<file path="config.mk">
export PLATFORM = sky130hd
export DESIGN_NAME = wb_vmon_txn_monitor
export DESIGN_NICKNAME = d
export VERILOG_FILES = /design/src/rtl/wb_vmon_txn_monitor.sv
export SDC_FILE = /design/constraint.sdc
export NUM_CORES = 1
export LEC_CHECK = 0
export BUFFER_PORTS_ARGS = -buffer_cell sky130_fd_sc_hd__buf_2
export CAP_MARGIN = 20
export CORE_MARGIN = 5
export CORE_UTILIZATION = 64
export DETAILED_ROUTE_END_ITERATION = 10
export GPL_TIMING_DRIVEN = 0
export PLACE_DENSITY = 0.84
export SYNTH_ARGS = -nofsm -noshare
export SYNTH_HDL_FRONTEND = slang
export SYNTH_SLANG_ARGS = --single-unit
</file>
<file path="constraint.sdc">
create_clock -name clk_i -period 26.8 [get_ports clk_i]
set_clock_uncertainty 0.05 [all_clocks]
set_input_delay 0 -clock clk_i [delete_from_list [all_inputs] [get_ports clk_i]]
set_output_delay 0 -clock clk_i [all_outputs]
set_load 0.1 [all_outputs]
</file>
<file path="src/rtl/wb_vmon_txn_monitor.sv">
// Passive Wishbone transfer monitor.
// Queues completed transfers into a show-ahead FIFO and keeps bus statistics.
module wb_vmon_txn_monitor #(
  parameter int ADDR_WIDTH = 32,
  parameter int DATA_WIDTH = 32,
  parameter int FIFO_DEPTH = 8,
  parameter int WAIT_WIDTH = 8
) (
  input  logic                    clk_i,
  input  logic                    rst_i,
  input  logic [ADDR_WIDTH-1:0]   ADR,
  input  logic [DATA_WIDTH-1:0]   DAT_W,
  input  logic                    CYC,
  input  logic                    STB,
  input  logic                    WE,
  input  logic [DATA_WIDTH/8-1:0] SEL,
  input  logic                    ACK,
  input  logic                    ERR,
  output logic                    txn_valid_o,
  input  logic                    txn_ready_i,
  output logic [ADDR_WIDTH-1:0]   txn_adr_o,
  output logic [DATA_WIDTH-1:0]   txn_dat_o,
  output logic [DATA_WIDTH/8-1:0] txn_sel_o,
  output logic                    txn_we_o,
  output logic                    txn_err_o,
  output logic [WAIT_WIDTH-1:0]   txn_wait_o,
  output logic [31:0]             txn_count_o,
  output logic [15:0]             drop_count_o,
  output logic                    overflow_o,
  output logic                    proto_err_o
);

  localparam int SW = DATA_WIDTH / 8;
  localparam int AW = $clog2(FIFO_DEPTH);
  localparam int CW = AW + 1;
  localparam int RW = ADDR_WIDTH + DATA_WIDTH + SW + 2 + WAIT_WIDTH;

  logic [RW-1:0]         mem [FIFO_DEPTH];
  logic [AW-1:0]         wptr;
  logic [AW-1:0]         rptr;
  logic [CW-1:0]         cnt;
  logic [WAIT_WIDTH-1:0] wcnt;

  logic          act;
  logic          term;
  logic          pop;
  logic          full;
  logic          wr;
  logic          drop;
  logic          viol;
  logic [RW-1:0] rec;
  logic [RW-1:0] head;

  assign act  = CYC & STB;
  assign term = act & (ACK | ERR);
  assign viol = ((ACK | ERR) & ~act) | (ACK & ERR);
  assign full = (cnt == CW'(FIFO_DEPTH));
  assign pop  = txn_valid_o & txn_ready_i;
  // A full FIFO still accepts a push when the head leaves in the same cycle.
  assign wr   = term & (~full | pop);
  assign drop = term & full & ~pop;
  assign rec  = {ADR, DAT_W, SEL, WE, ERR, wcnt};

  assign txn_valid_o = (cnt != '0);
  assign head        = txn_valid_o ? mem[rptr] : '0;
  assign {txn_adr_o, txn_dat_o, txn_sel_o,
          txn_we_o, txn_err_o, txn_wait_o} = head;

  always_ff @(posedge clk_i) begin
    if (wr) mem[wptr] <= rec;
  end

  always_ff @(posedge clk_i or negedge rst_i) begin
    if (!rst_i) begin
      wptr <= '0;
      rptr <= '0;
      cnt  <= '0;
    end else begin
      if (wr)  wptr <= wptr + AW'(1);
      if (pop) rptr <= rptr + AW'(1);
      cnt <= cnt + CW'(wr) - CW'(pop);
    end
  end

  always_ff @(posedge clk_i or negedge rst_i) begin
    if (!rst_i) begin
      wcnt <= '0;
    end else if (!act || term) begin
      wcnt <= '0;
    end else if (wcnt != '1) begin
      wcnt <= wcnt + WAIT_WIDTH'(1);
    end
  end

  always_ff @(posedge clk_i or negedge rst_i) begin
    if (!rst_i) begin
      txn_count_o  <= '0;
      drop_count_o <= '0;
      overflow_o   <= 1'b0;
      proto_err_o  <= 1'b0;
    end else begin
      if (term) txn_count_o <= txn_count_o + 32'd1;
      if (drop && drop_count_o != 16'hFFFF)
        drop_count_o <= drop_count_o + 16'd1;
      if (drop) overflow_o  <= 1'b1;
      if (viol) proto_err_o <= 1'b1;
    end
  end

endmodule

</file>
**After elaboration in Yosys (flattened, before gate mapping)**

Memories as Yosys holds them, arrays and structs flattened.
Cells that the tools add are included.

- Register bits: 68
- Bits in writable memories: 624
- Input bits: 76
- Output and inout port bits: 129
- Word-level logic and storage cells: 43
- Memories: 1

Memory list:

| memory | depth | width | read ports | clocked after memory_dff | wr ports | RTL line | source |
|---|---|---|---|---|---|---|---|
| mem | 8 | 78 | 1 | 0 | 1 | 38 | `logic [RW-1:0] mem [FIFO_DEPTH];` |

- Add/sub/neg operators: 7
- Equal/unequal tests: 3
- Muxes and demuxes: 5
- Bitwise logic cells: 14
- Reduce and logical (&&, ||, !) cells: 5

Operator list:

| operator | number |
|---|---|
| 2-to-1 mux 78 bit | 1 |
| adder 32 x 1 -> 32 bit, second input constant | 1 |
| adder 16 x 1 -> 16 bit, second input constant | 1 |
| 2-to-1 mux 8 bit | 2 |
| != test 16 bit, second input constant | 1 |
| adder 8 x 1 -> 8 bit, second input constant | 1 |
| AND 1 bit | 8 |
| != test 8 bit, second input constant | 1 |
| adder 3 x 1 -> 3 bit, second input constant | 2 |
| adder 4 x 1 -> 4 bit | 1 |
| equality test 4 bit, second input constant | 1 |
| nonzero test 4 bit | 1 |
| subtractor 4 x 1 -> 4 bit | 1 |
| inverter 1 bit | 3 |
| bitwise OR 1 bit | 3 |
| 2-to-1 mux 1 bit | 2 |
| nonzero test 2 bit | 1 |
| logical AND 1 bit | 1 |
| logical NOT 1 bit | 1 |
| logical OR 1 bit | 1 |

**Logic depth before layout (Yosys ltp)**

- Depth in word-level cells: 6
- Mapped depth: 11
- Mapped depth without buffers: 10

**Worst setup path before layout**

OpenSTA, ideal clock, no wires.

- Path type: register -> register
- Start point: register cnt[2]
- End point: memory mem[1][0] (netlist name), enable pin
- Arrival: 8.949 ns
- Data required time: 26.016 ns
- Slack: 17.067 ns
- Stages on the path, launching flop included: 7
- Path buffers: 0
- Cell sequence: dfrtp_1 -> inv_1 -> ha_1 -> nand2b_1 -> nand3_1 -> nand2_1 -> nor4b_1

- Cells in the longest elaborated chain, start to end: 6
- Elaborated cells between the ends (all ways): 8
- Those cells by class: 1 x eq/ne; 2 x mux; 4 x bitwise; 1 x reduce/logical

RTL lines:

| what | RTL line | source |
|---|---|---|
| start: declaration | 41 | `logic [CW-1:0] cnt;` |
| start signal: assignment | 81 | `cnt <= cnt + CW'(wr) - CW'(pop);` |
| nonzero test 4 bit / equality test 4 bit (equally long branches) | 64, 57 |  |
| AND 1 bit / inverter 1 bit (equally long branches) | 58, 60 |  |
| bitwise OR 1 bit * | 60 | `assign wr = term & (~full \| pop);` |
| AND 1 bit * | 60 |  |
| 2-to-1 mux 1 bit * | 70 | `if (wr) mem[wptr] <= rec;` |
| 2-to-1 mux 1 bit (implied by the code) * | 70 |  |
| end: declaration | 38 |  |

Every way passes the cells marked *; elsewhere a longest branch is shown, timed or not.

**Worst setup path in the final report**

- Start point: input port ERR
- End point: memory mem[6][26] (netlist name), enable pin

- Cells in the longest elaborated chain, start to end: 5

RTL lines:

| what | RTL line | source |
|---|---|---|
| start: declaration | 18 | `input logic ERR,` |
| bitwise OR 1 bit | 55 | `assign term = act & (ACK \| ERR);` |
| AND 1 bit | 55 |  |
| AND 1 bit | 60 |  |
| 2-to-1 mux 1 bit | 70 |  |
| 2-to-1 mux 1 bit (implied by the code) | 70 |  |

No other way between the ends.

==> flow_summary.json <==
{
  "grt_pass1_vias": 15416,
  "drive_above_1_share_pct": 33.7,
  "yosys-top-cells-area": "edfxtp_1, mux4_2, dfrtp_1, mux2i_1, nor2_1",
  "cts_htree_levels": 3,
  "finalCritPeriodShare_pct": 13.6,
  "cts.reportedPaths.clkPinSlew_ns": 0.06,
  "start_util_pct": 64.7,
  "status": "finished clean",
  "p_int_mw": 2.22,
  "clk_latency_ns": 0.58,
  "syn_area_per_cell_um2": 20.8,
  "maxSlewHeadroom_pct": 30.6,
  "cp_data_required_time_ns": 27.02,
  "cap_violations": 0,
  "vias": 14544,
  "wirelength_um": 61000,
  "finalSetupTns_ns": 0,
  "irDropWorstVdd_uv": 138,
  "layout.nets": 1829,
  "detail_route.first_pass.iterations": 5,
  "wl_per_cell_um": 26.2,
  "combPwrFrac_pct": 44.0,
  "switching_share_pct": 43.3,
  "final_cell_mix": "edfxtp_1, buf_2, mux4_2, nor2_1, mux2i_1",
  "async_flop_share_pct": 9.83,
  "tightest_slew_ns": 1.04,
  "nFillCells": 2128,
  "grt_use_total_pct": 26.7,
  "drt_iter0_markers": 1336,
  "dieArea_um2": 46600,
  "cts_root_buf": "clkbuf_16",
  "syn-num-nets": 1392,
  "postCtsSetupRepairBufs": 0,
  "grt_max_degree": 69,
  "core-area_um2": 41900,
  "cts_tree": "yes",
  "rows": 75,
  "crit_arrival_ns": 3.87,
  "grt_overflow_total": 0,
  "ys_seq_area_share_pct": 75.3,
  "die_x_um": 216,
  "cts_hold_buffers": 78,
  "areaGrowthSynthToFinish_pct": 20.4,
  "maxSlewViolCount": 0,
  "grt_pass1_wl_um": 94000,
  "synth_top_cell_by_area": "edfxtp_1",
  "num_io_pins": 205,
  "p_leak_nw": 11.9,
  "grt_setup_unrepaired": "false",
  "ant_nets": 0,
  "final_util_pct": 77.9,
  "power_density_nw_per_um2": 120,
  "hpwl_um": 38000,
  "post-route-min-period_ns": 3.64,
  "via_per_inst": 6.24,
  "post_cts_resized": 0,
  "synthCells": 1305,
  "hold_class": "in2async",
  "finalWeightedCongestion": 0.829,
  "clock_power_share_pct": 23.4,
  "synth_seq_cells": 692,
  "die_h_um": 216,
  "antenna_found_initial": 2,
  "synth.distinct_cells": 46,
  "ys_warn_count": 0,
  "final_common_cell": "edfxtp_1",
  "hold_viol": 0,
  "cts_buffers": 68,
  "synth_ff_type": "edfxtp_1",
  "yosysTopAreaCellShare_pct": 69.1,
  "clockBufferDepth": 3,
  "synth_area_um2": 27100,
  "power_switching_mw": 1.69,
  "critPathLaunchType": "input pin",
  "setup_viol": 0,
  "route.detailed.drc": 0,
  "worst-setup-path-type": "in2reg",
  "portBuffers": 204,
  "p_seq_share_pct": 32.6,
  "endpoint_kind": "flop",
  "synth_edf_count": 624,
  "cts_sinks": 692,
  "cp_max_fo": 13,
  "timing.fmax_ghz": 0.274
}
cell usage after synthesis (3+ instances only):
cell and count:
nor3_1 16, clkbuf_1 12, xnor2_1 28, inv_1 8, mux4_2 156, buf_1 8
nor2_1 96, nand2_1 24, and2_1 6, nor4_4 4, ha_1 10, mux2i_1 81
nor4_1 4, and3_1 11, nand3_1 25, a31oi_1 3, buf_6 17, buf_2 20
nand4_2 3, dfrtp_1 68, edfxtp_1 624, nor4_2 3, xor2_1 25, nor3b_1 3
nand4_1 21
power groups by stage:
stage / Clock, mW / Sequential, mW / Combinational (mW)
after global placement: 0 / 1.31 / 1.66
after detailed placement: 0 / 1.29 / 1.71
after CTS: 0.926 / 1.27 / 1.73
after floorplan: 0 / 1.34 / 1.33
final: 0.914 / 1.27 / 1.72
after global routing: 0.973 / 1.28 / 1.79
logic make-up (layout without fill, tap and decap cells):
group | after synthesis | after routing | synth area share, %
mux | 241 | 241 | 16.1
other cells | 0 | 2 | 0
flops | 692 | 692 | 75.3
simple gates | 226 | 226 | 4.37
buf+inv | 68 | 553 | 1.53
fa+ha+maj | 11 | 11 | 0.535
compound gates | 14 | 14 | 0.420
xor+xnor | 53 | 53 | 1.71
per-layer routing:
layer / share of wire [%] / GRT usage (%)
met1: 39 / 37.6
met3: 7.8 / 4.74
met4: 2.8 / 8.84
met2: 50 / 43.6
met5: 0 / 0
cell type report:
type	instances	area (µm²)	share of cell area, %
multi-input combinational	545	6320	19.4
timing repair buffer	367	2680	8.21
tap	539	674	2.06
clock buffer	89	1920	5.87
clock inverter	29	213	0.651
sequential	692	20400	62.6
inverter	9	33.8	0.103
buffer	59	382	1.17
antenna	2	5.00	0.0153
per-stage QoR:
stage | hold slack (ns) | setup slack (ns) | instances | cell area, µm² | power, mW
5_1_grt | 0.127 | 22.97 | 2331 | 32700 | 4.04
4_1_cts | 0.0374 | 23.12 | 2329 | 32700 | 3.93
3_3_place_gp | 0.211 | 8.93 | 2048 | 28800 | 2.97
2_1_floorplan | -0.346 | 17.07 | 1305 | 27100 | 2.67
3_5_place_dp | 0.126 | 23.32 | 2133 | 29800 | 3.00
6_report | 0.0426 | 23.16 | 2331 | 32700 | 3.91
flip-flops by register name, summed over array words and instances, names as in the netlist:
register,count
rptr,3
wptr,3
mem,624
txn_count_o,32
wcnt,8
proto_err_o,1
overflow_o,1
drop_count_o,16
cnt,4
worst max-delay path: stages:
cell,delay (ns)
dlygate4sd3_1,0.52
buf_2,0.28
o211ai_2,0.16
dlygate4sd3_1,0.69
a31oi_1,0.36
nand2_1,0.26
nor3b_2,0.87
buf_6,0.29
buf_8,0.18
buf_4,0.23
worst paths after layout:
kind	startpoint	endpoint	slack, ns	cells past startpoint
min in group clk_i	ADR[0]	mem[3][46]$_DFFE_PP_	0.18	2
hold reg to reg	overflow_o$_DFFE_PN0P_	overflow_o$_DFFE_PN0P_	0.42	1
hold / removal	rst_i	drop_count_o[3]$_DFFE_PN0P_	0.04	2
setup reg to reg	cnt[2]$_DFF_PN0_	mem[6][26]$_DFFE_PP_	23.36	9
max in group asynchronous	rst_i	txn_count_o[23]$_DFFE_PN0P_	26.07	2
setup / recovery	ERR	mem[6][26]$_DFFE_PP_	23.16	10
(Power assumes the default switching activity.)
